==> config.mk <==
export PLATFORM = sky130hd
export DESIGN_NAME = br_tag_ctrl
export DESIGN_NICKNAME = d
export VERILOG_FILES = /design/src/rtl/br_tag_ctrl.sv
export SDC_FILE = /design/constraint.sdc
export NUM_CORES = 1
export LEC_CHECK = 0
export BUFFER_PORTS_ARGS = -buffer_cell sky130_fd_sc_hd__clkbuf_2
export CELL_PAD_IN_SITES_DETAIL_PLACEMENT = 1
export CELL_PAD_IN_SITES_GLOBAL_PLACEMENT = 2
export CORE_UTILIZATION = 28
export CTS_BUF_LIST = sky130_fd_sc_hd__clkbuf_4 sky130_fd_sc_hd__clkbuf_8 sky130_fd_sc_hd__clkbuf_16
export DETAILED_ROUTE_END_ITERATION = 10
export HOLD_SLACK_MARGIN = 0.05
export PLACE_DENSITY_LB_ADDON = 0.1
export SLEW_MARGIN = 10
export SYNTH_ARGS = -nofsm -noshare
export SYNTH_HDL_FRONTEND = slang
export SYNTH_SLANG_ARGS = --single-unit
==> constraint.sdc <==
create_clock -name i_clk -period 2.5 [get_ports i_clk]
set_input_delay 0.125 -clock i_clk [delete_from_list [all_inputs] [get_ports i_clk]]
set_output_delay 0.125 -clock i_clk [all_outputs]
set_load 0.02 [all_outputs]
==> src/rtl/br_tag_ctrl.sv <==
// br_tag_ctrl: circular branch-tag allocator with mispredict rollback and a
// held fetch-redirect handshake. Ports: i_clk/i_rst (async, active-high),
// i_alloc/o_alloc_ok/o_brmask/o_full (dispatch), i_commit_br (retire),
// i_brkill/i_pc/i_valid (branch execute), o_redirect/o_redirect_pc/
// i_redirect_ack (fetch), o_stall (dispatch stall).
// Optional macro BR_TAG_STATS_EN adds o_mispred_cnt (mispredict counter).
module br_tag_ctrl #(
    parameter int WIDTH_BRM = 4
) (
    input  logic                   i_clk,
    input  logic                   i_rst,
    input  logic                   i_alloc,
    output logic                   o_alloc_ok,
    output logic [WIDTH_BRM-1:0]   o_brmask,
    output logic                   o_full,
    input  logic                   i_commit_br,
    input  logic [(1<<WIDTH_BRM)-1:0] i_brkill,
    input  logic [31:0]            i_pc,
    input  logic                   i_valid,
    output logic                   o_redirect,
    output logic [31:0]            o_redirect_pc,
    input  logic                   i_redirect_ack,
    output logic                   o_stall
`ifdef BR_TAG_STATS_EN
    ,
    output logic [31:0]            o_mispred_cnt
`endif
);

    localparam int N = 1 << WIDTH_BRM;

    typedef enum logic {
        IDLE  = 1'b0,
        REDIR = 1'b1
    } state_t;

    state_t               state_q;
    logic [WIDTH_BRM-1:0] cur_q;
    logic [WIDTH_BRM-1:0] oldest_q;
    logic [31:0]          pc_q;
    logic [WIDTH_BRM-1:0] count;
    logic [WIDTH_BRM-1:0] rb_tag_d;
    logic                 kill_now;
    logic                 full;

    assign count    = cur_q - oldest_q;
    assign full     = (count == WIDTH_BRM'(N - 1));
    assign kill_now = i_valid & (|i_brkill);

    assign o_alloc_ok    = i_alloc & ~full & (state_q == IDLE) & ~kill_now;
    assign o_full        = full;
    assign o_stall       = full | (state_q != IDLE);
    assign o_brmask      = cur_q;
    assign o_redirect    = (state_q == REDIR);
    assign o_redirect_pc = pc_q;

    // The killed run ends at the newest tag; the surviving tag is the
    // clear bit sitting just below the run's lowest (circular) member.
    always_comb begin
        rb_tag_d = cur_q;
        for (int t = 0; t < N; t++) begin
            if (!i_brkill[t] && i_brkill[(t + 1) % N]) begin
                rb_tag_d = WIDTH_BRM'(t);
            end
        end
    end

    always_ff @(posedge i_clk or posedge i_rst) begin
        if (i_rst) begin
            state_q  <= IDLE;
            cur_q    <= '0;
            oldest_q <= '0;
            pc_q     <= '0;
        end else begin
            if (kill_now) begin
                cur_q <= rb_tag_d;
            end else if (o_alloc_ok) begin
                cur_q <= cur_q + 1'b1;
            end

            if (i_commit_br && (count != '0)) begin
                oldest_q <= oldest_q + 1'b1;
            end

            // A new kill outranks a concurrent ack: fetch must see the
            // younger corrected PC.
            unique case (state_q)
                IDLE: begin
                    if (kill_now) begin
                        state_q <= REDIR;
                        pc_q    <= i_pc;
                    end
                end
                REDIR: begin
                    if (kill_now) begin
                        pc_q <= i_pc;
                    end else if (i_redirect_ack) begin
                        state_q <= IDLE;
                    end
                end
                default: state_q <= IDLE;
            endcase
        end
    end

`ifdef BR_TAG_STATS_EN
    logic [31:0] mispred_q;

    always_ff @(posedge i_clk or posedge i_rst) begin
        if (i_rst) begin
            mispred_q <= '0;
        end else if (kill_now) begin
            mispred_q <= mispred_q + 32'd1;
        end
    end

    assign o_mispred_cnt = mispred_q;
`endif

endmodule

# [Yosys cells after proc, flatten, opt, wreduce, memory -nomap -nowiden]
# Cells that the tools add are included.
[totals] out_inout_bits=40 regBits=41
[classes] n_eq_ne=2 n_addsub=3 reduce_logical=37 bitwise_logic=8 n_mux=23
[op_table] operator="$mux W4" n=18
[op_table] operator="$mux W32" n=1
[op_table] operator="$logic_and A1 B1 Y1" n=17
[op_table] operator="$ne A17 B1 Y1 const B" n=1
[op_table] operator="$logic_not A1 Y1" n=16
[op_table] operator="$reduce_or A16 Y1" n=1
[op_table] operator="$add A4 B1 Y4 const B" n=2
[op_table] operator="$and A1 B1 Y1" n=4
[op_table] operator="$eq A4 B4 Y1 const B" n=1
[op_table] operator="$reduce_bool A4 Y1" n=1
[op_table] operator="$sub A4 B4 Y4" n=1
[op_table] operator="$mux W1" n=3
[op_table] operator="$not A1 Y1" n=3
[op_table] operator="$pmux W1 S2" n=1
[op_table] operator="$reduce_and A2 Y1" n=1
[op_table] operator="$reduce_bool A2 Y1" n=1
[op_table] operator="$or A1 B1 Y1" n=1

# [Depth between registers and ports, before layout]
[logic_depth] word_depth=19 depth_mapped=9 ltp_nobuf=9

# [Worst setup path after synthesis]
# No wires, ideal clock.
[synth_path] path_type="flip-flop to flip-flop" start="reg cur_q[0], in the netlist o_brmask[0]" end="reg cur_q[1], in the netlist o_brmask[1]" path_stages_with_launch=10 slack_ns=-0.069 t_arrival_ns=2.444 t_required_ns=2.375 setup_time_ns=0.125 path_cell_list="dfrtp_1 > inv_1 > ha_1 > fa_1 > xor2_1 > nor3_1 > and3b_1 > nor3_4 > nor2_2 > mux2_4"
[synth_via] elab_chain_cells=8 word_cells_on_any_way=11 cone_classes="add/sub: 2; eq/ne: 1; mux: 2; bitwise: 4; reduce/logical: 2"
[synth_rtl] item="from (decl)" line="38" rtl="logic [WIDTH_BRM-1:0] cur_q;"
[synth_rtl] item="from (signal assigned)" line="76" rtl="cur_q <= rb_tag_d;"
[synth_rtl] item="from (signal assigned)" line="78" rtl="cur_q <= cur_q + 1'b1;"
[synth_rtl] item="$sub A4 B4 Y4" line="46" rtl="assign count = cur_q - oldest_q;"
[synth_rtl] item="$eq A4 B4 Y1" line="47" rtl="assign full = (count == WIDTH_BRM'(N - 1));"
[synth_rtl] item="named net o_full" line="15" rtl="output logic o_full,"
[synth_rtl] item="$not A1 Y1" line="50" rtl="assign o_alloc_ok = i_alloc & ~full & (state_q == IDLE) & ~kill_now;"
[synth_rtl] item="$and A1 B1 Y1 (3 in a row)" line="50"
[synth_rtl] item="named net o_alloc_ok" line="13" rtl="output logic o_alloc_ok,"
[synth_rtl] item="$reduce_bool A2 Y1 (no source line)"
[synth_rtl] item="$reduce_and A2 Y1 (no source line)"
# The timed path passes the listed nets, and every way through them passes these cells. The select of a mux whose other input is x is not followed.
# A chain may end at the register's enable or synchronous reset.

# [Worst setup path in the final report]
[layout_path] start="reg cur_q[0], in the netlist o_brmask[0]" end="out o_stall"
[layout_via] elab_chain_cells=3
[layout_rtl] item="$sub A4 B4 Y4" line="46"
[layout_rtl] item="$eq A4 B4 Y1" line="47"
[layout_rtl] item="$or A1 B1 Y1" line="52" rtl="assign o_stall = full | (state_q != IDLE);"
[layout_rtl] item="to (decl)" line="23" rtl="output logic o_stall"
# Every way passes these cells.

==> flow_metrics.env <==
export IMPL_max_cap_violations=0
export IMPL_drt_iter0_drc=35
export IMPL_finalCritPeriodShare=0.977
export IMPL_wirelength_mm=5.58
export IMPL_final_cells=397
export IMPL_place_congestion=0.711
export IMPL_dpl_hpwl_mm=4.17
export IMPL_ys_types=49
export IMPL_muxShareOfSynthArea=0.176
export IMPL_track_usage=0.153
export IMPL_numPlacedInstances=371
export IMPL_mappedNetlistArea_um2=2130
export IMPL_r2r_setup_slack_ns=0.09
export IMPL_worstSetupEndpointType="primary output"
export IMPL_area_growth_pct=41.0
export IMPL_synth_compound_area_share=0.104
export IMPL_p_total_mw=2.13
export IMPL_row_count=31
export IMPL_cts_sinks=41
export IMPL_drive_gt1_frac=0.507
export IMPL_synth_async_reset_ratio=1.00
export IMPL_port_buffers=93
export IMPL_reg2reg_to="o_brmask[1]"
export IMPL_syn_avg_cell_area_um2=11.8
export IMPL_first_pass_iters=4
export IMPL_worstHoldStart="i_pc[1]"
export IMPL_ys_seq_elements=41
export IMPL_setup_viol=0
export IMPL_worstMarginPinSlew_ns=0.521
export IMPL_synth_xor_area_frac=0.0206
export IMPL_reg2reg_from="o_brmask[0]"
export IMPL_fp_dieH_um=89.2
export IMPL_grt_pass1_vias=1843
export IMPL_ant_nets=0
export IMPL_grt_max_degree=42
export IMPL_slew_violations=0
export IMPL_min_path_type="in2reg"
export IMPL_worstPathRequired_ns=2.38
export IMPL_yosys_most_used_dff="dfrtp_1"
export IMPL_core_um2=7290
export IMPL_min_to="o_redirect_pc[1]"
export IMPL_h_tree_depth=2
export IMPL_clk_pin_slew_ns=0.09
export IMPL_vdd_ir_drop_max_mv=0.319
export IMPL_status="complete, no violations"
export IMPL_clkLatencyLatePin_ns=0.29
export IMPL_start_util=0.292
export IMPL_syn_inst=181
export IMPL_leakage_nw=1.45
export IMPL_skew_ns=0.00472
export IMPL_seq_area_frac_synth=0.482
export IMPL_worstRegToRegCells=9
export IMPL_antenna_found_initial=0
export IMPL_overflow=0
export IMPL_min_path_cells=2
export IMPL_cts_buffers=5
export IMPL_route_detailed_wl_per_inst_um=14.1
export IMPL_cts_tree="done"
export IMPL_via_per_inst=4.57
export IMPL_cp_start_kind="flop"
export IMPL_fin_nets=357
export IMPL_synth_edff_count=0
export IMPL_dr_total_vias=1814
export IMPL_synth_adder_area_share=0.0388
export IMPL_fmax_mhz=409
export IMPL_syn_num_nets=241
export IMPL_synthSimpleGateAreaFrac=0.140
export IMPL_grt_pass1_wl_mm=9.08
export IMPL_antennaDiodeCount=0
export IMPL_power_density_nw_per_um2=707
export IMPL_cp_max_fo=4
export IMPL_ys_warnings_count=0
export IMPL_relSlewSlack=0.653
export IMPL_synth_top_family_by_area="multiplexers"
export IMPL_die_area_um2=7960
export IMPL_fin_crit_ns=2.44
export IMPL_cts_root_buf="clkbuf_8"
export IMPL_fp_dieW_um=89.2
export IMPL_timing_setup_critical_path_class="reg2out"
export IMPL_pin_count=94
export IMPL_cts_buffer_depth=2
export IMPL_drcViolationCount=0
export IMPL_finalHoldViolCount=0
export IMPL_worstPathArrival_ns=2.32
[power by group]
part	internal (mW)	switching (mW)
logic	0.323	0.400
clock network	0.311	0.249
registers	0.763	0.0806
[area by class of cell]
| type | instances | area [µm²] |
|---|---|---|
| clock buffer | 6 | 76.3 |
| timing repair buffer | 113 | 658 |
| clock inverter | 2 | 38.8 |
| fill | 865 | 4290 |
| sequential | 41 | 1030 |
| inverter | 15 | 56.3 |
| tap | 99 | 124 |
| multi-input combinational | 121 | 1020 |
[worst max-delay path: stages, from the launching register on]
cell and delay, ns:
dfrtp_2 0.39, inv_1 0.09, ha_2 0.20, fa_1 0.37, xor2_1 0.21, nor3_1 0.07
and3b_2 0.23, or2_2 0.30, buf_4 0.17
[worst max-delay path by stage]
| stage | from | endpoint | slack [ns] | cells after the start |
|---|---|---|---|---|
| floorplan | o_brmask[0] | o_brmask[1] | 0.06 | 9 |
| CTS | o_brmask[0] | o_stall | 0.02 | 8 |
| detailed placement | o_brmask[0] | o_brmask[1] | 0.21 | 8 |
| global placement | o_brmask[0] | o_brmask[1] | 0.25 | 8 |
| finish | o_brmask[0] | o_stall | 0.06 | 8 |
| global route | o_brmask[0] | o_stall | -0.03 | 8 |
[cell families after synthesis]
family,Yosys count
flip-flops,41
multiplexers,33
AND/OR/NAND/NOR,47
XOR/XNOR,5
adder cells (fa/ha/maj),6
buffers and inverters,19
AO/OA/AOI/OAI,30
[cell usage in the layout (no fill, tap or decap), types with 2 or more instances in the layout]
cell type	netlist	routed
nor3_1	5	5
clkbuf_8	0	5
o21ai_0	6	6
a211oi_1	3	3
a41oi_1	2	2
clkbuf_2	0	92
buf_4	3	5
ha_1	5	4
a21oi_1	4	4
and2_1	3	3
nor2_1	5	5
nand2_1	9	9
dfrtp_1	41	40
and2b_1	2	2
nor4_2	2	2
dlygate4sd3_1	0	16
xor2_1	3	3
nor2b_1	2	2
nand2b_1	6	6
mux2_2	32	32
nand3_1	2	2
inv_1	15	15
xnor2_1	2	2
[registers in the layout, indices dropped and copies added (netlist names)]
name	cells
oldest_q	4
o_brmask	4
o_redirect_pc	32
o_redirect	1
[cells in the mapped netlist (2+ instances only)]
cell type / n / area (µm²)
buf_4: 3 / 22.5
dfrtp_1: 41 / 1030
nor4_2: 2 / 25.0
nor2_1: 5 / 18.8
ha_1: 5 / 62.6
nand2b_1: 6 / 37.5
o21ai_0: 6 / 30.0
xnor2_1: 2 / 17.5
a41oi_1: 2 / 17.5
a21oi_1: 4 / 20.0
inv_1: 15 / 56.3
and2b_1: 2 / 15.0
mux2_2: 32 / 360
nand2_1: 9 / 33.8
nor3_1: 5 / 25.0
nand3_1: 2 / 10.0
nor2b_1: 2 / 12.5
a211oi_1: 3 / 22.5
xor2_1: 3 / 26.3
and2_1: 3 / 18.8
[what timing repair did]
item	4_1_cts	5_1_grt
buffers inserted	0	2
hold endpoints to repair	54	2
hold buffers	14	2
resized for setup	0	4
setup endpoints to repair	0	2
[through the flow]
step / hold slack, ns / TNS [ns] / setup slack (ns) / cell area (µm²) / utilization
after floorplan: 0.221 / 0 / 0.0556 / 2130 / -
after global placement: 0.283 / 0 / 0.247 / 2710 / 0.371
after detailed placement: 0.280 / 0 / 0.215 / 2710 / 0.371
after CTS: 0.0500 / 0 / 0.0191 / 2960 / 0.406
after global routing: 0.0508 / -0.0517 / -0.0254 / 3010 / 0.412
final: 0.0607 / 0 / 0.0572 / 3010 / 0.412
[layer usage]
metal  share of wire  global-route usage  vias up
met3           0.052              0.0443        0
met1            0.46               0.205      878
met5               0                   0        -
li1                -                   -      881
met4               0              0.0346        0
met2            0.48               0.244       55
(Power assumes the default switching activity.)
